### src/rtl/jpeg_rle_encoder.sv
// jpeg_rle_encoder: turns 64-coefficient zigzag blocks into JPEG (run, size, amplitude) symbols.
// Handles DC prediction, ZRL expansion and EOB, with one registered output stage.
module jpeg_rle_encoder #(
  parameter int COEF_W = 11
) (
  input  logic              clk,
  input  logic              rst,
  input  logic              blk_restart,
  input  logic              in_valid,
  output logic              in_ready,
  input  logic [COEF_W-1:0] in_coef,
  output logic              out_valid,
  input  logic              out_ready,
  output logic [3:0]        out_run,
  output logic [3:0]        out_size,
  output logic [COEF_W:0]   out_amp,
  output logic              out_is_dc,
  output logic              out_eob
);
  localparam int W1 = COEF_W + 1;
  localparam logic [1:0] ACCEPT = 2'd0, ZRL = 2'd1, SYM = 2'd2, EOB = 2'd3;
  logic [1:0]        r_state;
  logic [5:0]        r_idx, r_run;
  logic [1:0]        r_zrl;
  logic [COEF_W-1:0] r_pred;
  logic [3:0]        r_buf_run, r_buf_size, r_run_o, r_size_o;
  logic [W1-1:0]     r_buf_amp, r_amp_o;
  logic              r_valid, r_is_dc, r_eob;
  logic              w_take, w_fire, w_dc, w_nz, w_last, w_zrl_start, w_zrl_out, w_buf_out, w_eob_out, w_ld;
  logic [COEF_W-1:0] w_pred;
  logic [W1-1:0]     w_val, w_abs, w_mask, w_amp;
  logic [3:0]        w_size;

  function automatic logic [3:0] f_size(input logic [W1-1:0] a);
    f_size = 4'd0;
    for (int k = 0; k < W1; k++) if (a[k]) f_size = 4'(k + 1);
  endfunction

  always_comb begin
    w_take      = !r_valid || out_ready;
    in_ready    = (r_state == ACCEPT) && w_take;
    w_fire      = in_valid && in_ready;
    w_dc        = r_idx == 6'd0;
    w_nz        = in_coef != '0;
    w_last      = r_idx == 6'd63;
    w_pred      = blk_restart ? '0 : r_pred;
    w_val       = w_dc ? {in_coef[COEF_W-1], in_coef} - {w_pred[COEF_W-1], w_pred}
                       : {in_coef[COEF_W-1], in_coef};
    w_abs       = w_val[W1-1] ? -w_val : w_val;
    w_size      = f_size(w_abs);
    w_mask      = (W1'(1) << w_size) - W1'(1);
    w_amp       = w_val[W1-1] ? (w_val - W1'(1)) & w_mask : w_val;
    w_zrl_start = w_fire && !w_dc && w_nz && r_run[5:4] != 2'd0;
    w_zrl_out   = w_zrl_start || (r_state == ZRL && w_take);
    w_buf_out   = r_state == SYM && w_take;
    w_eob_out   = w_fire && !w_dc && !w_nz && w_last;
    w_ld        = (w_fire && (w_dc || w_nz || w_last)) || w_zrl_out || w_buf_out;
  end

  always_ff @(posedge clk) begin
    if (rst) begin
      r_state    <= ACCEPT;
      r_idx      <= '0;
      r_run      <= '0;
      r_zrl      <= '0;
      r_pred     <= '0;
      r_buf_run  <= '0;
      r_buf_size <= '0;
      r_buf_amp  <= '0;
      r_valid    <= 1'b0;
      r_run_o    <= '0;
      r_size_o   <= '0;
      r_amp_o    <= '0;
      r_is_dc    <= 1'b0;
      r_eob      <= 1'b0;
    end else begin
      if (w_take) r_valid <= w_ld;
      if (w_ld) begin
        r_run_o  <= w_zrl_out ? 4'd15 : w_buf_out ? r_buf_run : (w_dc || w_eob_out) ? 4'd0 : r_run[3:0];
        r_size_o <= w_buf_out ? r_buf_size : (w_zrl_out || w_eob_out) ? 4'd0 : w_size;
        r_amp_o  <= w_buf_out ? r_buf_amp : (w_zrl_out || w_eob_out) ? '0 : w_amp;
        r_is_dc  <= w_fire && w_dc;
        r_eob    <= w_eob_out;
      end
      if (w_fire && w_dc) r_pred <= in_coef;
      else if (blk_restart) r_pred <= '0;
      if (w_fire) begin
        r_idx <= r_idx + 6'd1;
        r_run <= (w_dc || w_nz || w_last) ? 6'd0 : r_run + 6'd1;
      end
      // the first ZRL goes out immediately; the real symbol waits in the buffer
      if (w_zrl_start) begin
        r_zrl                              <= r_run[5:4] - 2'd1;
        {r_buf_run, r_buf_size, r_buf_amp} <= {r_run[3:0], w_size, w_amp};
      end else if (r_state == ZRL && w_take) r_zrl <= r_zrl - 2'd1;
      if (w_zrl_start) r_state <= r_run[5:4] == 2'd1 ? SYM : ZRL;
      else if (w_eob_out) r_state <= EOB;
      else if (r_state == ZRL && w_take && r_zrl == 2'd1) r_state <= SYM;
      else if ((r_state == SYM || r_state == EOB) && w_take) r_state <= ACCEPT;
    end
  end

  assign out_valid = r_valid;
  assign out_run   = r_run_o;
  assign out_size  = r_size_o;
  assign out_amp   = r_amp_o;
  assign out_is_dc = r_is_dc;
  assign out_eob   = r_eob;
endmodule

### config.mk
export PLATFORM = sky130hd
export DESIGN_NAME = jpeg_rle_encoder
export DESIGN_NICKNAME = d
export VERILOG_FILES = /design/src/rtl/jpeg_rle_encoder.sv
export SDC_FILE = /design/constraint.sdc
export NUM_CORES = 1
export LEC_CHECK = 0
export ABC_AREA = 1
export BUFFER_PORTS_ARGS = -buffer_cell sky130_fd_sc_hd__buf_2
export CORE_MARGIN = 10
export CORE_UTILIZATION = 30
export CTS_BUF_LIST = sky130_fd_sc_hd__clkbuf_8 sky130_fd_sc_hd__clkbuf_16
export CTS_CLUSTER_SIZE = 24
export DETAILED_ROUTE_END_ITERATION = 10
export GPL_TIMING_DRIVEN = 0
export SYNTH_ARGS = -nofsm -noshare
export SYNTH_HDL_FRONTEND = slang
export SYNTH_SLANG_ARGS = --single-unit
### constraint.sdc
create_clock -name clk -period 4.5 [get_ports clk]
set_input_delay 0.45 -clock clk [delete_from_list [all_inputs] [get_ports clk]]
set_output_delay 0.45 -clock clk [all_outputs]
set_load 0.03 [all_outputs]
# ---- Yosys cells after proc, flatten, opt, wreduce, memory -nomap -nowiden
# Cells that the tools add are included.
dict set report totals {
  register_bits 70
  input_bits 16
  out_inout_bits 24
  word_cells 93
}
dict set report op_classes {
  add_sub_neg 8
  eq_ne 6
  shift 1
  n_mux 32
  n_bitwise 1
  reduce_logical 31
}
# cell n
set op_table {}
lappend op_table {{two-way mux 4 bit} 16}
lappend op_table {{two-way mux 12 bit} 5}
lappend op_table {{two-way mux 11 bit} 2}
lappend op_table {{two-way mux 2 bit} 7}
lappend op_table {{logical AND 1 bit} 13}
lappend op_table {{adder 6 x 1 -> 6 bit (second input constant)} 2}
lappend op_table {{bitwise AND 12 bit} 1}
lappend op_table {{negator 12 bit} 1}
lappend op_table {{<< shifter 1 x 4 -> 12 bit (first input constant)} 1}
lappend op_table {{subtractor 11 x 11 -> 12 bit} 1}
lappend op_table {{subtractor 12 x 1 -> 12 bit (second input constant)} 1}
lappend op_table {{subtractor 12 x 2 -> 12 bit (second input constant)} 1}
lappend op_table {{nonzero test 11 bit} 1}
lappend op_table {{logical OR 1 bit} 9}
lappend op_table {{equality test 2 x 1 -> 1 bit (second input constant)} 3}
lappend op_table {{equality test 6 bit (second input constant)} 1}
lappend op_table {{logical NOT 6 bit} 1}
lappend op_table {{two-way mux 6 bit} 1}
lappend op_table {{equality test 2 bit (second input constant)} 2}
lappend op_table {{nonzero test 2 bit} 2}
lappend op_table {{nonzero test 4 bit} 1}
lappend op_table {{subtractor 2 x 1 -> 2 bit (second input constant)} 2}
lappend op_table {{logical NOT 1 bit} 3}
lappend op_table {{logical NOT 2 bit} 1}
lappend op_table {{two-way mux 1 bit} 1}

# ---- Depth between registers and ports, before layout
# Gate-level depths: netlist of the first run.
dict set report logic_depth {
  word_depth 23
  ltp_mapped 37
  ltp_nobuf 37
}

# ---- Worst setup path before layout of the first run
# Ideal clock, no wire load.
dict set report synth_timing {
  path_type {input to register}
  startpoint {in blk_restart}
  endpoint {reg r_buf_amp[6]}
  setup_ps 114
  arrival_ps 3739
  t_required_ps 4386
  slack_ps 647
  cell_stages 31
  path_buffers 0
  cell_sequence {clkinv_1 > nand2_1 > fa_1 > inv_1 > nand2_2 > o21ai_2 > ha_1 > inv_1 > nor2_2 > nand3_1 > nor2_2 > nand3_1 > inv_1 > nand3_2 > nand3_1 > nand2_1 > inv_1 > nand3_2 > nand2_2 > inv_4 > nor2_4 > nand2_2 > ha_1 > nand2_2 > inv_2 > o21ai_1 > nand2_1 > nand3b_1 > o21ai_2 > o21bai_1 > inv_1}
}
dict set report synth_via {
  elab_chain_len 21
  elab_cells_between_ends 22
  cone_classes {add/sub (4); shift (1); mux (16); bitwise (1)}
}
# element line
set synth_lines {}
lappend synth_lines {{start, declared} 8} ;# input logic blk_restart,
lappend synth_lines {{two-way mux 11 bit (*)} -}
lappend synth_lines {{subtractor 11 x 11 -> 12 bit (*)} 47} ;# w_val = w_dc ? {in_coef[COEF_W-1], in_coef} - {w_pred[COEF_W-1], w_pred}
lappend synth_lines {{two-way mux 12 bit (*)} 47}
lappend synth_lines {{negator 12 bit} 49} ;# w_abs = w_val[W1-1] ? -w_val : w_val;
lappend synth_lines {{two-way mux 12 bit} 49}
lappend synth_lines {{two-way mux 1 bit} 36} ;# for (int k = 0; k < W1; k++) if (a[k]) f_size = 4'(k + 1);
lappend synth_lines {{two-way mux 4 bit (11 in series)} 36}
lappend synth_lines {{<< shifter 1 x 4 -> 12 bit} 51} ;# w_mask = (W1'(1) << w_size) - W1'(1);
lappend synth_lines {{subtractor 12 x 2 -> 12 bit} 51}
lappend synth_lines {{bitwise AND 12 bit} 52} ;# w_amp = w_val[W1-1] ? (w_val - W1'(1)) & w_mask : w_val;
lappend synth_lines {{two-way mux 12 bit (*)} 52}
lappend synth_lines {{end signal, assigned} 94} ;# {r_buf_run, r_buf_size, r_buf_amp} <= {r_run[3:0], w_size, w_amp};
lappend synth_lines {{end, declared} 27} ;# logic [W1-1:0] r_buf_amp, r_amp_o;
# Mark *: on every way between the ends. The rest lies on a longest branch, timed or not.
# A chain may end at the register's enable or synchronous reset.

# ---- Final worst setup path of the first run
dict set report layout_timing {
  startpoint {reg r_pred[0]}
  endpoint {reg r_buf_amp[6]}
}
dict set report layout_via {
  elab_chain_len 21
  elab_cells_between_ends 22
  cone_classes {add/sub (4); shift (1); mux (16); bitwise (1)}
}
# element line
set layout_lines {}
lappend layout_lines {{start, declared} 25} ;# logic [COEF_W-1:0] r_pred;
lappend layout_lines {{start signal, assigned} 85} ;# if (w_fire && w_dc) r_pred <= in_coef;
lappend layout_lines {{two-way mux 11 bit (*)} -}
lappend layout_lines {{subtractor 11 x 11 -> 12 bit (*)} 47}
lappend layout_lines {{two-way mux 12 bit (*)} 47}
lappend layout_lines {{negator 12 bit} 49}
lappend layout_lines {{two-way mux 12 bit} 49}
lappend layout_lines {{two-way mux 1 bit} 36}
lappend layout_lines {{two-way mux 4 bit (11 in series)} 36}
lappend layout_lines {{<< shifter 1 x 4 -> 12 bit} 51}
lappend layout_lines {{subtractor 12 x 2 -> 12 bit} 51}
lappend layout_lines {{bitwise AND 12 bit} 52}
lappend layout_lines {{two-way mux 12 bit (*)} 52}
# Marks and branches as above.

==> impl_metrics.yaml, run 1 <==
global_route:
  grt-ovfl-total: 0
  grt_antenna_before_repair: 0
  grt_start_max_net_pins: 13
  grt_use_total_pct: 13.0
  grt_first_pass_wirelength_um: 21600
  grt_pass1_vias: 4382
setup_path:
  ff2ff_setup_slack_ns: 0.39
  cp-startpoint: "r_pred[0]"
  cp_max_fo: 5
  required_ns: 4.74
  worstPathArrival_ns: 4.35
  start_kind: "register"
  r2r_start: "r_pred[0]"
  cp-end-kind: "register"
  critPathSlowestCell: "fa_1"
  r2r_end: "r_buf_amp[6]"
  crit_type: "reg -> reg"
  slowest_delay_ns: 0.43
  rr_worst_depth: 33
sta:
  fin_tns_setup_ns: 0
  finalSetupViolations: 0
  worstMarginPinSlew_ns: 0.881
  finalCriticalPeriod_ns: 4.11
  slew_headroom_pct: 40.8
  final-max-slew-violation-count: 0
  skew_ns: 0.00540
  hold_violations: 0
  fmax_mhz: 244
  final_min_period_over_clock_period_pct: 91.2
route:
  met1_length_um: 6210
  via_count: 4554
  wirelength_um: 12800
  met2WireLength_um: 5780
  routed_via_density: 4.86
  dr.max_layer_used: "met4"
  antenna_left: 0
  routedWlPerCell_um: 13.7
  met3_wirelength_um: 631
  dr.pass1.iters: 4
  drc: 0
  drtIter0Drc: 261
clocking:
  numCtsBuffers: 9
  clock-root-buffer: "clkbuf_16"
  cts_max_level: 3
  clk_latency_ns: 0.34
  clk_path_buf_depth: 2
  clk_pin_slew_ns: 0.06
  cts_tree: "yes"
  clock_sinks: 70
  postCtsHoldBufs: 0
synthesis:
  synth_top_cell_area_share_pct: 30.4
  synth.distinct_cells: 51
  seq_area_frac_synth_pct: 30.4
  synth_ff_type: "dfxtp_1"
  yosysTopAreaCell: "dfxtp_1"
  postSynthCellCount: 690
  ys_ff_latch: 70
  yosysMostFrequentCell: "nand2_1"
  avgSynthCellArea_um2: 6.69
  synth_edf_count: 0
  async_flop_share_pct: 0
  ys_top_cells_by_count: "169 x nand2_1, 73 x inv_1, 70 x dfxtp_1"
  ys.warnings.count: 0
  syn_area_um2: 4620
  syn-num-nets: 726
  ys_top_cells_by_area: "dfxtp_1 30%, nand2_1 14%, nand3_1 6.0%, inv_1 5.9%, ha_1 5.1%"
hold_path:
  hold_start: "in_coef[0]"
  min_path_type: "in -> reg"
  min_to: "r_pred[0]"
  whs_path_depth: 3
placement:
  hpwlAfterDp_um: 9840
  gp_congestion: 0.874
  dpl_cell_area_um2: 5050
  io_buffers: 39
  dp_cells: 917
cells_and_area:
  fillers: 1644
  final_area_um2: 5420
  area_growth_pct: 17.3
  antenna_cells: 0
  post-route-util_pct: 35.8
  finalNetCount: 780
  final_cells: 937
  drive_above_1_share_pct: 18.3
floorplan:
  core_area_um2: 15100
  die_area_um2: 20800
  core.rowCount: 45
  pin_count: 40
  die_x_um: 144
  die_h_um: 144
  start_util_pct: 30.5
power_and_ir_drop:
  p_switching_mw: 0.804
  pwr-share-clk_pct: 33.2
  p_comb_share_pct: 35.2
  internal_power_mw: 1.32
  power_mw: 2.12
  powerDensity_nw_per_um2: 392
  pwr-share-seq_pct: 31.6
  leakagePower_nw: 2.45
  swShare_pct: 37.9
  irDropWorstVdd_uv: 184
run:
  drv_cap: 0
outcome:
  status: "finished clean"
## critical path: cells and delay by family (launching register included)
kind,cells,cell delay (ns)
AND/OR/NAND/NOR,18,1.84
adder cells (fa/ha/maj),4,1.06
flip-flops,1,0.30
AO/OA/AOI/OAI,4,0.38
buffers and inverters,7,0.43
## power groups by stage
stage | logic (mW) | registers, mW | clock network [mW]
2_1_floorplan | 0.499 | 0.726 | 0
3_3_place_gp | 0.709 | 0.684 | 0
3_5_place_dp | 0.711 | 0.684 | 0
4_1_cts | 0.714 | 0.671 | 0.722
5_1_grt | 0.838 | 0.674 | 0.750
6_report | 0.746 | 0.671 | 0.705
## sequential cells by signal, summed over array words and instances, names as in the netlist
name,count
out_valid,1
out_size,4
r_pred,11
r_buf_amp,12
r_idx,6
r_buf_run,4
out_run,4
r_state,2
out_amp,12
out_is_dc,1
r_run,6
out_eob,1
r_buf_size,4
r_zrl,2
## layout make-up
class,instances,area (um^2),area share [%]
multi-input cells,508,2810,51.9
clock inverters,7,66.3,1.22
plain buffers,22,104,1.92
clock buffers,9,225,4.16
inverters,90,345,6.38
repair buffers,43,225,4.16
flip-flops and latches,70,1400,25.9
well taps,188,235,4.34
## worst max-delay path by stage
stage	to	cells past startpoint	slack (ns)
after CTS	out_amp[1]	29	0.21
after global routing	out_amp[6]	35	-0.01
final	r_buf_amp[6]	33	0.39
after detailed placement	out_amp[1]	29	-0.15
after global placement	out_amp[1]	27	-0.14
after floorplan	r_buf_amp[6]	31	0.65
## metrics by stage
stage,setup WS [ns],hold WS (ns)
final,0.395,0.409
after floorplan,0.647,0.436
after global routing,-0.0131,0.416
after global placement,-0.143,0.448
after detailed placement,-0.146,0.456
after CTS,0.208,0.404
## routing by layer
metal	vias up	GRT usage, %
met5	-	0
met3	13	3.67
met4	0	3.82
li1	2403	-
met2	88	21.1
met1	2050	16.4
## what timing repair did
| action | 4_1_cts | 5_1_grt |
|---|---|---|
| endpoints found under the setup margin | 0 | 12 |
| resized for setup | 0 | 12 |
| buffers inserted | 0 | 4 |
## placed cells by master, fill, tap and decap left out, types with 2 or more instances in the layout
cell type and instances:
o21ai_1 4, nand3_4 2, nand4_1 12, nor2_1 41
a22oi_1 8, nand3_1 54, nor4_1 4, o21ai_2 3
dfxtp_1 70, buf_4 7, a21oi_1 47, o211ai_1 2
nand2_2 20, nand2_1 167, or2_2 3, nor3_1 14
clkinv_2 2, clkinvlp_4 3, nand2_4 4, nor2_4 4
clkbuf_1 15, clkbuf_16 9, o21bai_1 7, xor2_1 9
nand3b_1 3, nand3_2 7, o21ai_0 36, a311oi_1 2
a31oi_1 13, ha_1 18, xnor2_1 2, buf_2 41
inv_2 14, inv_1 74, nor2_2 6
## kinds of logic (layout without fill, tap and decap cells)
family / count (synthesis) / after routing / synth area share (%)
XOR/XNOR: 11 / 11 / 2.09
AO/OA/AOI/OAI: 129 / 129 / 16.2
adder cells (fa/ha/maj): 20 / 20 / 5.58
flip-flops: 70 / 70 / 30.4
AND/OR/NAND/NOR: 348 / 348 / 36.2
buffers and inverters: 112 / 171 / 9.65
Power figures use the tool's default switching activity.
==> run 2: changes to the inputs <==
--- a/config.mk
+++ b/config.mk
@@ -13,6 +13,7 @@
 export CTS_CLUSTER_SIZE = 24
 export DETAILED_ROUTE_END_ITERATION = 10
 export GPL_TIMING_DRIVEN = 0
+export RECOVER_POWER = 50
 export SYNTH_ARGS = -nofsm -noshare
 export SYNTH_HDL_FRONTEND = slang
 export SYNTH_SLANG_ARGS = --single-unit
==> run 2 against run 1 <==
Non-clock buffer count unchanged. Critical path depth unchanged. Hold slack better by 0.0022 ns. Cell area down 0.81%. Largest power group unchanged. Core utilization down 0.29 points. Cell count unchanged. Clock-buffer cell count unchanged. First-iteration DRC count up 12%. Clock power about the same. Sequential power about the same. Wire length about the same.
==> impl_metrics.yaml, run 2 (same netlist as run 1, synthesis figures left out) <==
setup_path:
  cp_max_fo: 5
  cp-end-kind: "register"
  start_kind: "register"
  crit_type: "reg -> reg"
  required_ns: 4.74
  critPathSlowestCell: "fa_1"
  worstPathArrival_ns: 4.35
  path_common_cell: "inv_1"
  slowest_delay_ns: 0.43
  rr_worst_depth: 33
power_and_ir_drop:
  irDropWorstVdd_uv: 184
  powerDensity_nw_per_um2: 393
  power_mw: 2.11
  leakagePower_nw: 2.35
route:
  routed_via_density: 4.87
  antenna_left: 0
  routedWlPerCell_um: 13.7
  drc: 0
  drtIter0Drc: 293
  via_count: 4561
  wirelength_um: 12800
  dr.pass1.iters: 5
clocking:
  clk_path_buf_depth: 2
  postCtsHoldBufs: 0
  clock_sinks: 70
  clk_pin_slew_ns: 0.06
  clk_latency_ns: 0.34
  numCtsBuffers: 9
  cts_max_level: 3
  clock-root-buffer: "clkbuf_16"
  cts_tree: "yes"
placement:
  gp_congestion: 0.874
  place_ws_ns: -0.146
  io_buffers: 39
  hpwlAfterDp_um: 9840
floorplan:
  pin_count: 40
  die_h_um: 144
  start_util_pct: 30.5
  die_area_um2: 20800
  die_x_um: 144
  core_area_um2: 15100
  core.rowCount: 45
cells_and_area:
  finalNetCount: 780
  layout_common_cells: "167 x nand2_1, 74 x inv_1, 70 x dfxtp_1"
  antenna_cells: 0
  fillers: 1653
  drive_above_1_share_pct: 14.7
  final_common_cell: "nand2_1"
  area_growth_pct: 16.3
  post-route-util_pct: 35.5
sta:
  fin_tns_setup_ns: 0
  final-max-slew-violation-count: 0
  worstMarginPinSlew_ns: 0.881
  setup_ws_ns: 0.391
  finalSetupViolations: 0
  skew_ns: 0.00571
  fmax_mhz: 243
  fin_hold_ws_ns: 0.411
  hold_violations: 0
  final_min_period_over_clock_period_pct: 91.3
  finalCriticalPeriod_ns: 4.11
  slew_headroom_pct: 40.8
global_route:
  grt_start_max_net_pins: 13
  grt_first_pass_wirelength_um: 21600
  grt_antenna_before_repair: 0
  grt_use_total_pct: 13.0
  grt-ovfl-total: 0
  grt_pass1_vias: 4382
hold_path:
  whs_path_depth: 3
  min_path_type: "in -> reg"
outcome:
  status: "finished clean"
run:
  drv_cap: 0
==> run 2: cell types whose count changed in the layout (fill, tap and decap cells not counted), sizes merged <==
cell,before,now
buf,50,24
clkbuf,24,50
==> run 2: cell type report <==
| cell class | instances | area [um^2] | area share [%] |
|---|---|---|---|
| well taps | 188 | 235 | 4.38 |
| repair buffers | 43 | 195 | 3.63 |
| multi-input cells | 508 | 2810 | 52.2 |
| plain buffers | 22 | 96.3 | 1.79 |
| clock buffers | 9 | 225 | 4.19 |
| flip-flops and latches | 70 | 1400 | 26.1 |
| clock inverters | 7 | 66.3 | 1.23 |
| inverters | 90 | 345 | 6.43 |
==> run 2: routing by layer <==
layer	up-vias	wire [um]	part of all wire, %	track usage, %
met4	0	194	1.5	3.82
met3	13	562	4.4	3.67
li1	2401	-	-	-
met2	76	5800	45	21.1
met5	-	0	0	0
met1	2071	6250	49	16.4
==> run 2: final timing paths <==
| path | endpoint | slack [ns] | from |
|---|---|---|---|
| hold / removal | r_pred[0] | 0.41 | in_coef[0] |
| hold reg to reg | r_buf_amp[11] | 0.46 | r_buf_amp[11] |
| setup reg to reg | r_buf_amp[6] | 0.39 | r_pred[0] |
| setup / recovery | r_buf_amp[6] | 0.39 | r_pred[0] |
==> run 2: what timing repair did <==
action                                  CTS  global route
endpoints found under the setup margin    0            12
gates resized for setup                   0            12
setup buffers                             0             4
==> run 2: power by group <==
group          total (mW)  internal [mW]  switching, mW
combinational       0.735          0.228          0.507
sequential          0.672          0.654         0.0178
clock               0.706          0.426          0.280
==> run 2: worst max-delay path: cells and delay by family (launching register included) <==
family                     cells  cell delay (ns)
DFF                            1             0.30
and+or+nand+nor               17             1.77
adders and majority gates      4             1.06
AOI/OAI and AO/OA              4             0.38
buffers and inverters          8             0.51
==> run 2: per-stage QoR <==
step	instances	area, um^2
after CTS	933	5340
after floorplan	690	4620
after global placement	917	5050
final	937	5370
after global routing	937	5370
after detailed placement	917	5050
==> run 3: changes to the inputs <==
--- a/config.mk
+++ b/config.mk
@@ -7,6 +7,7 @@
 export LEC_CHECK = 0
 export ABC_AREA = 1
 export BUFFER_PORTS_ARGS = -buffer_cell sky130_fd_sc_hd__buf_2
+export CORE_ASPECT_RATIO = 0.8
 export CORE_MARGIN = 10
 export CORE_UTILIZATION = 30
 export CTS_BUF_LIST = sky130_fd_sc_hd__clkbuf_8 sky130_fd_sc_hd__clkbuf_16
==> run 3 against run 2 <==
Total power increased by 2.4%. Wire length increased by 3.9%. Highest routed layer unchanged. Core utilization increased by 0.47 points. Worst setup slack got worse by 0.046 ns.
==> impl_metrics.yaml, run 3 (same netlist as run 1, synthesis figures left out) <==
sta:
  final-max-slew-violation-count: 0
  skew_ns: 0.00605
  finalSetupViolations: 0
  slew_headroom_pct: 47.2
  fmax_mhz: 241
  final_min_period_over_clock_period_pct: 92.3
  finalCriticalPeriod_ns: 4.15
  hold_violations: 0
  worstMarginPinSlew_ns: 0.785
  fin_tns_setup_ns: 0
clocking:
  clk_latency_ns: 0.33
  clk_path_buf_depth: 2
  clk_pin_slew_ns: 0.06
  clock_sinks: 70
  postCtsHoldBufs: 0
  clock-root-buffer: "clkbuf_16"
  cts_max_level: 3
  cts_tree: "yes"
  numCtsBuffers: 9
route:
  wirelength_um: 13300
  routed_via_density: 4.80
  dr.pass1.iters: 5
  routedWlPerCell_um: 13.9
  drc: 0
  antenna_left: 0
  via_count: 4596
  drtIter0Drc: 311
setup_path:
  slowest_delay_ns: 0.43
  path_common_cell: "inv_1"
  cp_max_fo: 8
  required_ns: 4.76
  worstPathArrival_ns: 4.41
  start_kind: "register"
  cp-end-kind: "register"
  critPathSlowestCell: "fa_1"
  ff2ff_setup_slack_ns: 0.35
  crit_type: "reg -> reg"
placement:
  hpwlAfterDp_um: 10200
  dpl_cell_area_um2: 5070
  io_buffers: 39
  gp_congestion: 0.885
global_route:
  grt_use_met2_pct: 18.3
  grt_start_max_net_pins: 13
  use_met1_pct: 18.8
  grt_use_total_pct: 12.7
  met3_usage_pct: 2.94
  grt.busiest_layer: "met1"
  grt_pass1_vias: 4137
  grt_antenna_before_repair: 0
  grt_first_pass_wirelength_um: 21700
  grt-ovfl-total: 0
outcome:
  status: "finished clean"
cells_and_area:
  layout_common_cells: "169 x nand2_1, 74 x inv_1, 70 x dfxtp_1"
  antenna_cells: 0
  area_growth_pct: 17.3
  final_area_um2: 5410
  final_common_cell: "nand2_1"
  finalNetCount: 778
  drive_above_1_share_pct: 14.2
floorplan:
  start_util_pct: 30.6
  core_area_um2: 15100
  die_h_um: 131
  die_x_um: 159
  core.rowCount: 40
  pin_count: 40
  die_area_um2: 20800
power_and_ir_drop:
  irDropWorstVdd_uv: 214
  power_mw: 2.16
  powerDensity_nw_per_um2: 399
  leakagePower_nw: 2.36
run:
  drv_cap: 0
hold_path:
  min_path_type: "in -> reg"
## run 3: repair_timing
| action | CTS | global route |
|---|---|---|
| resized for setup | 0 | 9 |
| setup buffers | 0 | 2 |
| endpoints found under the setup margin | 0 | 12 |
## run 3: critical path, delay by kind of cell, from the launching register on
kind / cells / cell delay (ns)
AO/OA/AOI/OAI: 3 / 0.61
flip-flops: 1 / 0.30
adder cells (fa/ha/maj): 4 / 1.05
AND/OR/NAND/NOR: 14 / 1.56
buffers and inverters: 7 / 0.56
## run 3: metrics by stage
step                      instances  utilization (%)  hold WS, ns  worst slack, ns
after floorplan                 690                -        0.436            0.647
after global placement          939             33.7        0.449           -0.121
after detailed placement        939             33.7        0.455           -0.113
after CTS                       955             35.8        0.414            0.211
after global routing            957             35.9        0.449         -0.00409
final                           957             35.9        0.427            0.346
## run 3: per-layer routing
metal,up-vias,routed length [um]
met3,5,629
met1,2093,7230
li1,2403,-
met4,0,65
met5,-,0
met2,95,5380
## run 3: final cells by class
type                       count  area [um^2]
fill                        1677         9650
multi-input combinational    508         2810
sequential                    70         1400
inverter                      90          345
tap                          210          263
clock buffer                   9          225
timing repair buffer          41          180
buffer                        22          100
clock inverter                 7         90.1
## run 3: power breakdown
part           switching (mW)  total (mW)  internal (mW)
combinational           0.506       0.729          0.222
sequential             0.0183       0.672          0.654
clock                   0.280       0.762          0.482
total                   0.804        2.16           1.36
## run 3: path summary, 6_finish.rpt
check | endpoint | depth (start not counted) | from
setup / recovery | out_amp[1] | 28 | r_pred[0]
hold / removal | r_pred[0] | 3 | in_coef[0]
setup reg to reg | out_amp[1] | 28 | r_pred[0]
hold reg to reg | r_buf_amp[11] | 2 | r_buf_amp[11]
